--- src/rtl/char_match_sched.sv ---
// Character recogniser sequencer: scans a template ROM once per latched character,
// keeps the closest Hamming-distance match and publishes eight ASCII results together.
module char_match_sched #(
    parameter int          N_TMPL       = 36,
    parameter logic [2:0]  START_FRAME  = 3'd3,
    parameter logic [7:0]  REJECT_ASCII = 8'h3F
) (
    input  logic        pixelclk,
    input  logic        reset_n,
    input  logic        i_vsync,
    input  logic [2:0]  i_frame_cnt,
    input  logic [5:0]  i_max_dist,
    input  logic [39:0] i_char1,
    input  logic [39:0] i_char2,
    input  logic [39:0] i_char3,
    input  logic [39:0] i_char4,
    input  logic [39:0] i_char5,
    input  logic [39:0] i_char6,
    input  logic [39:0] i_char7,
    input  logic [39:0] i_char8,
    output logic [5:0]  o_tmpl_addr,
    output logic        o_tmpl_rd,
    input  logic [39:0] i_tmpl_data,
    input  logic [7:0]  i_tmpl_ascii,
    output logic [7:0]  o_char_result1,
    output logic [7:0]  o_char_result2,
    output logic [7:0]  o_char_result3,
    output logic [7:0]  o_char_result4,
    output logic [7:0]  o_char_result5,
    output logic [7:0]  o_char_result6,
    output logic [7:0]  o_char_result7,
    output logic [7:0]  o_char_result8,
    output logic        o_busy,
    output logic        o_done,
    output logic        o_overrun
);

    localparam logic [5:0] LAST_ADDR = 6'(N_TMPL - 1);

    typedef enum logic [2:0] {IDLE, SCAN, LAST, STORE, DONE} state_t;

    state_t      state_q;
    logic        vsync_q;
    logic [39:0] chars_q [8];
    logic [2:0]  charIdx_q;
    logic [5:0]  tmplAddr_q;
    logic        rd_q;
    logic        cmpValid_q;
    logic        cmpFirst_q;
    logic [5:0]  bestDist_q;
    logic [7:0]  bestAscii_q;
    logic [7:0]  shadow_q [8];
    logic [7:0]  result_q [8];
    logic        busy_q;
    logic        done_q;
    logic        overrun_q;

    logic        start;
    logic [39:0] curChar;
    logic [5:0]  dist_d;
    logic [7:0]  storeVal_d;

    function automatic logic [5:0] popcount40(input logic [39:0] v);
        logic [5:0] c;
        c = '0;
        for (int i = 0; i < 40; i++) begin
            c = c + {5'b0, v[i]};
        end
        return c;
    endfunction

    assign start   = !i_vsync && vsync_q && (i_frame_cnt == START_FRAME);
    assign curChar = chars_q[charIdx_q];

    always_comb begin
        dist_d     = popcount40(curChar ^ i_tmpl_data);
        storeVal_d = REJECT_ASCII;
        if (curChar == '0) begin
            storeVal_d = 8'h20;
        end else if (bestDist_q <= i_max_dist) begin
            storeVal_d = bestAscii_q;
        end
    end

    always_ff @(posedge pixelclk) begin
        if (!reset_n) begin
            state_q     <= IDLE;
            vsync_q     <= 1'b0;
            charIdx_q   <= '0;
            tmplAddr_q  <= '0;
            rd_q        <= 1'b0;
            cmpValid_q  <= 1'b0;
            cmpFirst_q  <= 1'b0;
            bestDist_q  <= '0;
            bestAscii_q <= '0;
            busy_q      <= 1'b0;
            done_q      <= 1'b0;
            overrun_q   <= 1'b0;
            for (int i = 0; i < 8; i++) begin
                chars_q[i]  <= '0;
                shadow_q[i] <= 8'h00;
                result_q[i] <= 8'h00;
            end
        end else begin
            vsync_q    <= i_vsync;
            done_q     <= 1'b0;
            overrun_q  <= start && (state_q != IDLE);
            cmpValid_q <= rd_q;
            cmpFirst_q <= rd_q && (tmplAddr_q == 6'd0);

            // ROM data arrives one cycle after its read; ascending scan makes strict-less keep the lowest address on ties
            if (cmpValid_q && (cmpFirst_q || (dist_d < bestDist_q))) begin
                bestDist_q  <= dist_d;
                bestAscii_q <= i_tmpl_ascii;
            end

            case (state_q)
                IDLE: begin
                    if (start) begin
                        chars_q[0] <= i_char1;
                        chars_q[1] <= i_char2;
                        chars_q[2] <= i_char3;
                        chars_q[3] <= i_char4;
                        chars_q[4] <= i_char5;
                        chars_q[5] <= i_char6;
                        chars_q[6] <= i_char7;
                        chars_q[7] <= i_char8;
                        charIdx_q  <= '0;
                        tmplAddr_q <= '0;
                        rd_q       <= 1'b1;
                        busy_q     <= 1'b1;
                        state_q    <= SCAN;
                    end
                end
                SCAN: begin
                    if (tmplAddr_q == LAST_ADDR) begin
                        rd_q       <= 1'b0;
                        tmplAddr_q <= '0;
                        state_q    <= LAST;
                    end else begin
                        tmplAddr_q <= tmplAddr_q + 6'd1;
                    end
                end
                LAST: begin
                    state_q <= STORE;
                end
                STORE: begin
                    shadow_q[charIdx_q] <= storeVal_d;
                    if (charIdx_q == 3'd7) begin
                        // Publish on entry to DONE so results and o_done are visible in the DONE cycle itself
                        for (int i = 0; i < 7; i++) begin
                            result_q[i] <= shadow_q[i];
                        end
                        result_q[7] <= storeVal_d;
                        done_q      <= 1'b1;
                        state_q     <= DONE;
                    end else begin
                        charIdx_q  <= charIdx_q + 3'd1;
                        tmplAddr_q <= '0;
                        rd_q       <= 1'b1;
                        state_q    <= SCAN;
                    end
                end
                DONE: begin
                    busy_q  <= 1'b0;
                    state_q <= IDLE;
                end
                default: begin
                    state_q <= IDLE;
                end
            endcase
        end
    end

    assign o_tmpl_addr    = tmplAddr_q;
    assign o_tmpl_rd      = rd_q;
    assign o_busy         = busy_q;
    assign o_done         = done_q;
    assign o_overrun      = overrun_q;
    assign o_char_result1 = result_q[0];
    assign o_char_result2 = result_q[1];
    assign o_char_result3 = result_q[2];
    assign o_char_result4 = result_q[3];
    assign o_char_result5 = result_q[4];
    assign o_char_result6 = result_q[5];
    assign o_char_result7 = result_q[6];
    assign o_char_result8 = result_q[7];

endmodule

--- config.mk ---
export PLATFORM = sky130hd
export DESIGN_NAME = char_match_sched
export DESIGN_NICKNAME = d
export VERILOG_FILES = /design/src/rtl/char_match_sched.sv
export SDC_FILE = /design/constraint.sdc
export NUM_CORES = 1
export LEC_CHECK = 0
export BUFFER_PORTS_ARGS = -buffer_cell sky130_fd_sc_hd__buf_2
export CAP_MARGIN = 20
export CORE_MARGIN = 2
export CORE_UTILIZATION = 50
export DETAILED_ROUTE_END_ITERATION = 10
export PLACE_DENSITY = 0.88
export SYNTH_ARGS = -nofsm -noshare
export SYNTH_HDL_FRONTEND = slang
export SYNTH_SLANG_ARGS = --single-unit
--- constraint.sdc ---
create_clock -name pixelclk -period 40.8 [get_ports pixelclk]
set_input_delay 6.12 -clock pixelclk [delete_from_list [all_inputs] [get_ports pixelclk]]
set_output_delay 6.12 -clock pixelclk [all_outputs]
set_load 0.03 [all_outputs]
==> results of run 1 <==
==> how the worst max path moves through the flow <==
stage / endpoint / start / slack [ns]
after floorplan: chars_q[0][0] / i_vsync / 0.46
after global placement: bestDist_q[3] / i_tmpl_data[17] / 27.39
after detailed placement: bestAscii_q[6] / i_tmpl_data[17] / 27.23
after CTS: bestAscii_q[6] / i_tmpl_data[17] / 27.86
after global routing: bestAscii_q[6] / i_tmpl_data[17] / 27.88
final: bestAscii_q[6] / i_tmpl_data[17] / 28.17
==> cells in the mapped netlist, types with 31 or more instances <==
cell type,number,area [um2]
a21oi_1,31,155
and2_1,332,2080
and3_1,53,332
clkbuf_1,69,259
dfxtp_1,36,721
edfxtp_1,440,13200
fa_1,31,621
inv_1,51,191
mux2i_1,72,721
mux4_2,66,1490
nor2_1,54,203
nor3_1,87,435
==> metal layers <==
layer  part of all wire  track usage  wire length, um
met1               0.36        0.314            21900
met4              0.050        0.137             3080
met2               0.51        0.450            31100
met3              0.083       0.0396             5080
met5            0.00064            0               39
==> worst max-delay path, cell delays in order <==
cell and delay (ns):
buf_2 0.10, xnor2_1 0.46, fa_1 0.52, inv_1 0.08
fa_1 0.43, fa_1 0.52, inv_1 0.06, fa_1 0.51
fa_1 0.50, inv_1 0.05, fa_1 0.47, inv_1 0.05
fa_1 0.44, ha_1 0.23, fa_1 0.46, a21o_1 0.17
a21oi_1 0.16, xnor2_1 0.16, ha_1 0.28, a21oi_1 0.13
o21ai_0 0.13, a31oi_2 0.53, buf_6 0.24, mux2i_1 0.22
nor2b_1 0.06
==> per-stage QoR <==
stage | utilization | cell area (um2) | setup slack [ns] | cells | hold slack [ns]
after floorplan | - | 22800 | 0.456 | 1645 | 0.453
after global placement | 0.565 | 25500 | 27.39 | 2608 | 0.440
after detailed placement | 0.565 | 25500 | 27.23 | 2608 | 0.453
after CTS | 0.600 | 27100 | 27.86 | 2699 | 0.463
after global routing | 0.602 | 27200 | 27.88 | 2712 | 0.468
final | 0.602 | 27200 | 28.17 | 2716 | 0.460
==> flip-flops by register name, indices dropped and copies added (netlist names), named ones only <==
register,flops
vsync_q,1
o_busy,1
o_done,1
o_tmpl_rd,1
o_overrun,1
cmpValid_q,1
bestAscii_q,8
cmpFirst_q,1
o_tmpl_addr,6
state_q,3
shadow_q,56
bestDist_q,6
charIdx_q,3
chars_q,320
result_q,64
==> cell families (layout without fill, tap and decap cells) <==
family          Yosys count  in the layout  share of synthesized area
flops                   476            476                      0.612
buf+inv                 159            616                     0.0286
other cells               0             14                          0
simple gates            664            664                      0.171
xor+xnor                 48             48                     0.0185
mux                     146            146                      0.101
fa+ha+maj                57             57                     0.0415
compound gates           95             95                     0.0279
==> power groups by stage <==
stage,Sequential [mW],Combinational (mW),Clock (mW)
detailed placement,0.573,0.566,0
global route,0.565,0.648,0.475
global placement,0.571,0.528,0
floorplan,0.591,0.412,0
CTS,0.563,0.567,0.456
finish,0.563,0.564,0.452
==> final cells by class <==
class | count | area (um2)
diodes | 14 | 35.0
clock buffers | 55 | 1250
clock inverters | 36 | 365
fillers | 3287 | 18000
inverters | 52 | 195
multi-input cells | 1010 | 8220
flip-flops and latches | 476 | 13900
well taps | 600 | 751
repair buffers | 473 | 2460
==> metrics, run 1 <==
run status=complete, no violations; Post-Route WL=61.2 mm; # resized after CTS=0; initial antenna violation count=16; combinational share of power=0.357; CTS sink cnt=476; DIE AREA=47,300 um2; CP required=41.26 ns; hold violation total from the final report=0; power after layout=1.58 mW; H-tree levels=2; predominant post-synthesis flop cell=edfxtp_1; RR Endpoint=bestAscii_q[6]; Pre-antenna DRT Iters=5; DIE WIDTH=217 um; net switching fraction of the power=0.323; fin nets=2,499; largest net degree at the start of global routing=191; post-synthesis sequential area ratio=0.612; vias in the first global route=15.5k; Synth Register Bits=476; Setup Buffers After CTS=0; Worst Skew=0.0285 ns; cell count after synthesis=1,645; commonest non-fill, non-tap cell in the layout=buf_2; HP Start=o_busy; Max-Cap Viols=0; clk_lat worst skew=0.60 ns; Yosys cell types=58; # IOs=454; CTS tree=yes; Yosys Warn Count=0; Endpoint, Worst Hold=o_busy; min Tclk post-route=12.63 ns; setup violators final=0; cell area after synthesis=22,800 um2; critical path type=input port to register; CP Max Fanout=8; setup TNS=0 ns; gr ovfl total=0; P_leak=10.8 nW; GRT Util Overall=0.260; CP Data Arrival Time=13.10 ns; area delta synth->final=19.5%; # rows=78; number of synthesized flops with an enable pin=440; CP Launch Type=input port; Worst Tran Pin Value=1.11 ns; CTS hold repair buffers=0; area of the core=45,200 um2; DR vias=15.2k; cts bufs inserted=49; Die H=217 um; Vias per Instance=5.59; relative slew slack=0.263; Syn Area/Cell=13.8 um2; DR iter-0 viols=1,565; clk root buf=clkbuf_16; Final Max Tran Viols=0; syn_nets=2,082; worst-case clock buffer depth=3; worst hold path type=register to register; Antenna Nets Post-Route=0; most frequent cells in the layout=452 x buf_2, 440 x edfxtp_1, 332 x and2_1; f_max=79.2 MHz; clock share of power=0.286; share of layout cells above drive strength 1=0.303; RSZ-0062 raised after global routing=no; Register-to-Register Path Depth=27; post-synthesis async set-or-reset flop share=0; Starting Density=0.504; Sequential Power Share=0.356; internal power=1.07 mW; switching power total=0.510 mW; I/O Buffers=453; P per Cell Area=58.0 nW/um2; DRC Markers=0; final worst path period share=0.310; post-DP HPWL=44.4 mm; clk slew on worst S/H paths=0.06 ns; WL per Instance=22.5 um; hold depth=2; GP Congestion=0.897; Crit. End Element=register; reg-to-reg slack, setup=31.23 ns; VDD IR max=0.131 mV; first-pass GRT wire length=91.0 mm
(Power assumes the default switching activity.)
==> run 2, diff against run 1 <==
clock period = 11.3 ns   (was 40.8 ns; I/O delays follow)
==> run 2 against run 1 <==
- clock-buffer cell count increased by 4
- hold slack better by 0.025 ns
- routed wire length is 1.5% higher
- sequential power grew to 3.6 times the previous value
- die area is the same
- first-iteration DRC count grew 5.0%
- global-route usage increased by 0.15 points
- total power rose to 3.6 times the previous value
- clock skew down 0.0087 ns
- sequential share of layout area grew 0.22 points
- critical path depth up 1
- cell area decreased by 0.43%
- critical endpoint unchanged
==> metrics, run 2 (synthesis gave the netlist of run 1 again) <==
Vias per Instance=5.66; I/O Buffers=453; DIE WIDTH=217 um; CTS hold repair buffers=0; hold violation total from the final report=0; f_max=109 MHz; setup TNS=0 ns; Starting Density=0.504; Worst Slack Setup Final=2.12 ns; Antenna Nets Post-Route=0; CP delay by family, top=adder cells; setup violators final=0; # IOs=454; GP Congestion=0.885; share of layout cells above drive strength 1=0.297; Filler cells=3,340; CP required=11.76 ns; RSZ-0062 raised after global routing=no; post-DP HPWL=46.1 mm; GRT Util Overall=0.261; CTS tree=yes; final worst path period share=0.813; Finished Layout Cells=2,702; area of the core=45,200 um2; top flop regs=chars_q (320), result_q (64), shadow_q (56); register with the most flip-flops=chars_q; DP Worst Slack=2.15 ns; run status=complete, no violations; Final Util=0.600; worst hold path type=register to register; gr ovfl total=0; CP Data Arrival Time=9.65 ns; P per Cell Area=208 nW/um2; clk slew on worst S/H paths=0.06 ns; worst-case clock buffer depth=3; first-pass GRT wire length=91.0 mm; Largest register FFs=320; Crit path top cell by count=fa_1; DR iter-0 viols=1,644; Crit. End Element=register; Max-Cap Viols=0; H-tree levels=2; post-route cell area=27,100 um2; fin nets=2,494; Post-Route WL=62.1 mm; commonest non-fill, non-tap cell in the layout=buf_2; relative slew slack=0.256; power after layout=5.65 mW; # rows=78; Setup Buffers After CTS=0; CP Max Fanout=59; CP Launch Type=register; clk root buf=clkbuf_16; initial antenna violation count=14; DRC Markers=0; hold slack=0.485 ns; most frequent cells in the layout=452 x buf_2, 440 x edfxtp_1, 332 x and2_1; min Tclk post-route=9.18 ns; CTS sink cnt=476; DIE AREA=47,300 um2; # resized after CTS=0; Critical-path top delay cell=a31oi_2; Crit path largest cell delay=0.91 ns; Die H=217 um; crit path buf inv count=5; Pre-antenna DRT Iters=6; placed cell areas=25,500 um2; clk_lat worst skew=0.59 ns; vias in the first global route=15.3k; cts bufs inserted=48; WL per Instance=23.0 um; largest net degree at the start of global routing=173; P_leak=10.7 nW; critical path type=register to register; VDD IR max=0.598 mV; area delta synth->final=19.0%; dpl cells=2,607; Final Max Tran Viols=0; Worst Skew=0.0198 ns; Worst Tran Pin Value=1.11 ns; DR vias=15.3k
-- run 2: cell types whose count changed in the layout (fill, tap and decap cells not counted), moves of 2 or more --
cell	before	now
clkinv_1	6	8
clkbuf_1	6	11
inv_6	2	4
inv_8	2	0
clkinv_4	4	2
clkinv_8	2	0
clkinvlp_4	4	1
diode_2	14	11
clkinv_2	11	4
buf_4	17	15
-- run 2: worst paths after layout --
path,from,end,slack [ns],depth (start not counted)
min,o_busy,o_busy,0.48,2
max,register,bestAscii_q[6],2.12,26
max reg2reg,register,bestAscii_q[6],2.12,26
min reg2reg,o_busy,o_busy,0.48,2
-- run 2: worst min-delay path, delay by kind of cell (launching register included) --
family | cells | cell delay (ns)
buf+inv | 1 | 0.06
flops | 1 | 0.32
compound gates | 1 | 0.05
-- run 2: routing by layer --
layer,GRT usage,vias to the layer above,share of wire
met3,0.0530,143,0.091
met4,0.128,6,0.047
met5,0,-,0.00039
met1,0.314,7333,0.36
met2,0.449,967,0.50
li1,-,6838,-
-- run 2: power breakdown --
part	switching (mW)	internal (mW)
combinational	1.10	0.937
clock	0.672	0.900
sequential	0.0369	2.00
total	1.81	3.84
-- run 2: layout make-up --
| class | count | area (um2) | area share |
|---|---|---|---|
| antenna | 11 | 27.5 | 0.00102 |
| inverter | 52 | 195 | 0.00720 |
| multi-input combinational | 1010 | 8240 | 0.304 |
| tap | 600 | 751 | 0.0277 |
| clock inverter | 25 | 290 | 0.0107 |
| clock buffer | 59 | 1240 | 0.0458 |
| timing repair buffer | 469 | 2410 | 0.0889 |
| sequential | 476 | 13900 | 0.514 |
==> run 3, diff against run 2 <==
clock period = 8 ns   (was 11.3 ns; I/O delays follow)
==> run 3 against run 2 <==
- routed wire length up 3.9%
- sequential power grew 41%
- hold slack worse by 0.041 ns
- critical path type unchanged
- final cell count rose by 1.9%
- first-iteration DRC count grew 25%
- maximum frequency up 18%
- worst setup slack worse by 1.9 ns
- sequential cell count unchanged
- critical path depth is 1 higher
- clock skew grew 0.022 ns
- sequential share of layout area is 1.3 points lower
- register-to-register slack worse by 1.9 ns
==> metrics, run 3 (synthesis gave the netlist of run 1 again) <==
run status=complete, no violations; initial antenna violation count=14; Post-Route WL=64.5 mm; post-DP HPWL=47.2 mm; critical path type=register to register; internal power=5.69 mW; vias in the first global route=15.7k; CP required=8.47 ns; clock share of power=0.284; commonest non-fill, non-tap cell in the layout=buf_2; Antenna Nets Post-Route=0; CTS hold repair buffers=0; cts bufs inserted=48; H-tree levels=2; area delta synth->final=22.0%; worst-case clock buffer depth=3; CP Launch Type=register; power after layout=8.40 mW; M3 GR Usage=0.0417; CP delay by family, top=adder cells; VDD IR max=0.788 mV; CTS tree=yes; # rows=78; WL per Instance=23.4 um; DP Worst Slack=0.0937 ns; GRT met1 Usage=0.334; DR vias=15.7k; Largest register FFs=320; P per Cell Area=302 nW/um2; first-pass GRT wire length=94.2 mm; clk_lat worst skew=0.61 ns; Worst Tran Pin Value=1.21 ns; Worst Skew=0.0413 ns; clk slew on worst S/H paths=0.07 ns; DIE WIDTH=217 um; placed cell areas=25,800 um2; fin nets=2,537; dpl cells=2,632; GRT Util Overall=0.268; DIE AREA=47,300 um2; crit path buf inv count=6; setup violators final=0; Crit path top cell by count=fa_1; Max-Cap Viols=0; Worst Slack Setup Final=0.201 ns; Starting Density=0.504; combinational share of power=0.373; Critical-path top delay cell=fa_1; worst hold path type=register to register; Pre-antenna DRT Iters=9; Filler cells=3,290; top flop regs=chars_q (320), result_q (64), shadow_q (56); share of layout cells above drive strength 1=0.319; HP Start=o_busy; gr ovfl total=0; GP Congestion=0.947; switching power total=2.70 mW; Final Max Tran Viols=0; area of the core=45,200 um2; CP Max Fanout=7; Sequential Power Share=0.343; f_max=128 MHz; met2 GRT Util=0.458; P_leak=11.0 nW; CTS sink cnt=476; final worst path period share=0.975; Crit. End Element=register; hold violation total from the final report=0; largest net degree at the start of global routing=241; Crit path largest cell delay=0.55 ns; register with the most flip-flops=chars_q; most frequent cells in the layout=452 x buf_2, 440 x edfxtp_1, 332 x and2_1; Finished Layout Cells=2,752; min Tclk post-route=7.80 ns; Die H=217 um; net switching fraction of the power=0.322; relative slew slack=0.192; # IOs=454; DRC Markers=0; Most Crowded Layer GR=met2; Vias per Instance=5.71; clk root buf=clkbuf_16; CP Data Arrival Time=8.27 ns; post-route cell area=27,800 um2; I/O Buffers=453; DR iter-0 viols=2,051
==> run 3: path summary, 6_finish.rpt <==
| check | endpoint | cells past startpoint | slack, ns |
|---|---|---|---|
| setup reg to reg | bestAscii_q[0] | 27 | 0.20 |
| setup / recovery | bestAscii_q[0] | 27 | 0.20 |
| hold reg to reg | o_busy | 2 | 0.44 |
| hold / removal | o_busy | 2 | 0.44 |
==> run 3: cell type report <==
| cell class | count | area, um2 | area share |
|---|---|---|---|
| well taps | 600 | 751 | 0.0270 |
| inverters | 52 | 195 | 0.00703 |
| clock buffers | 57 | 1270 | 0.0456 |
| diodes | 12 | 30.0 | 0.00108 |
| repair buffers | 512 | 2890 | 0.104 |
| multi-input cells | 1010 | 8290 | 0.298 |
| flip-flops and latches | 476 | 13900 | 0.502 |
| clock inverters | 33 | 413 | 0.0149 |
==> run 3: metrics by stage <==
stage / hold slack [ns] / util / setup TNS (ns)
floorplan: 0.483 / - / -1404.97
global placement: 0.435 / 0.571 / 0
detailed placement: 0.434 / 0.572 / 0
CTS: 0.444 / 0.609 / 0
global route: 0.498 / 0.615 / -0.305
finish: 0.444 / 0.615 / 0
==> run 3: timing repair <==
action                                  CTS  global route
resized for setup                         0            11
endpoints found under the setup margin    0            14
setup buffers                             0            16
==> run 3: power by group through the flow <==
stage               Clock, mW  Combinational, mW  Sequential (mW)
floorplan                   0               2.14             2.96
CTS                      2.40               2.91             2.88
global placement            0               2.74             2.92
finish                   2.38               3.13             2.88
detailed placement          0               2.90             2.93
global route             2.49               3.57             2.89
==> run 3: metal layers <==
metal | wire [um] | vias up | part of all wire
met5 | 24 | - | 0.00037
met4 | 3260 | 4 | 0.051
met1 | 23100 | 7536 | 0.36
met3 | 5710 | 199 | 0.088
met2 | 32400 | 1036 | 0.50
li1 | - | 6946 | -
==> run 3: worst min-delay path, stage by stage, from the launching register on <==
cell	delay, ns
dfxtp_1	0.31
inv_1	0.05
a21oi_1	0.05
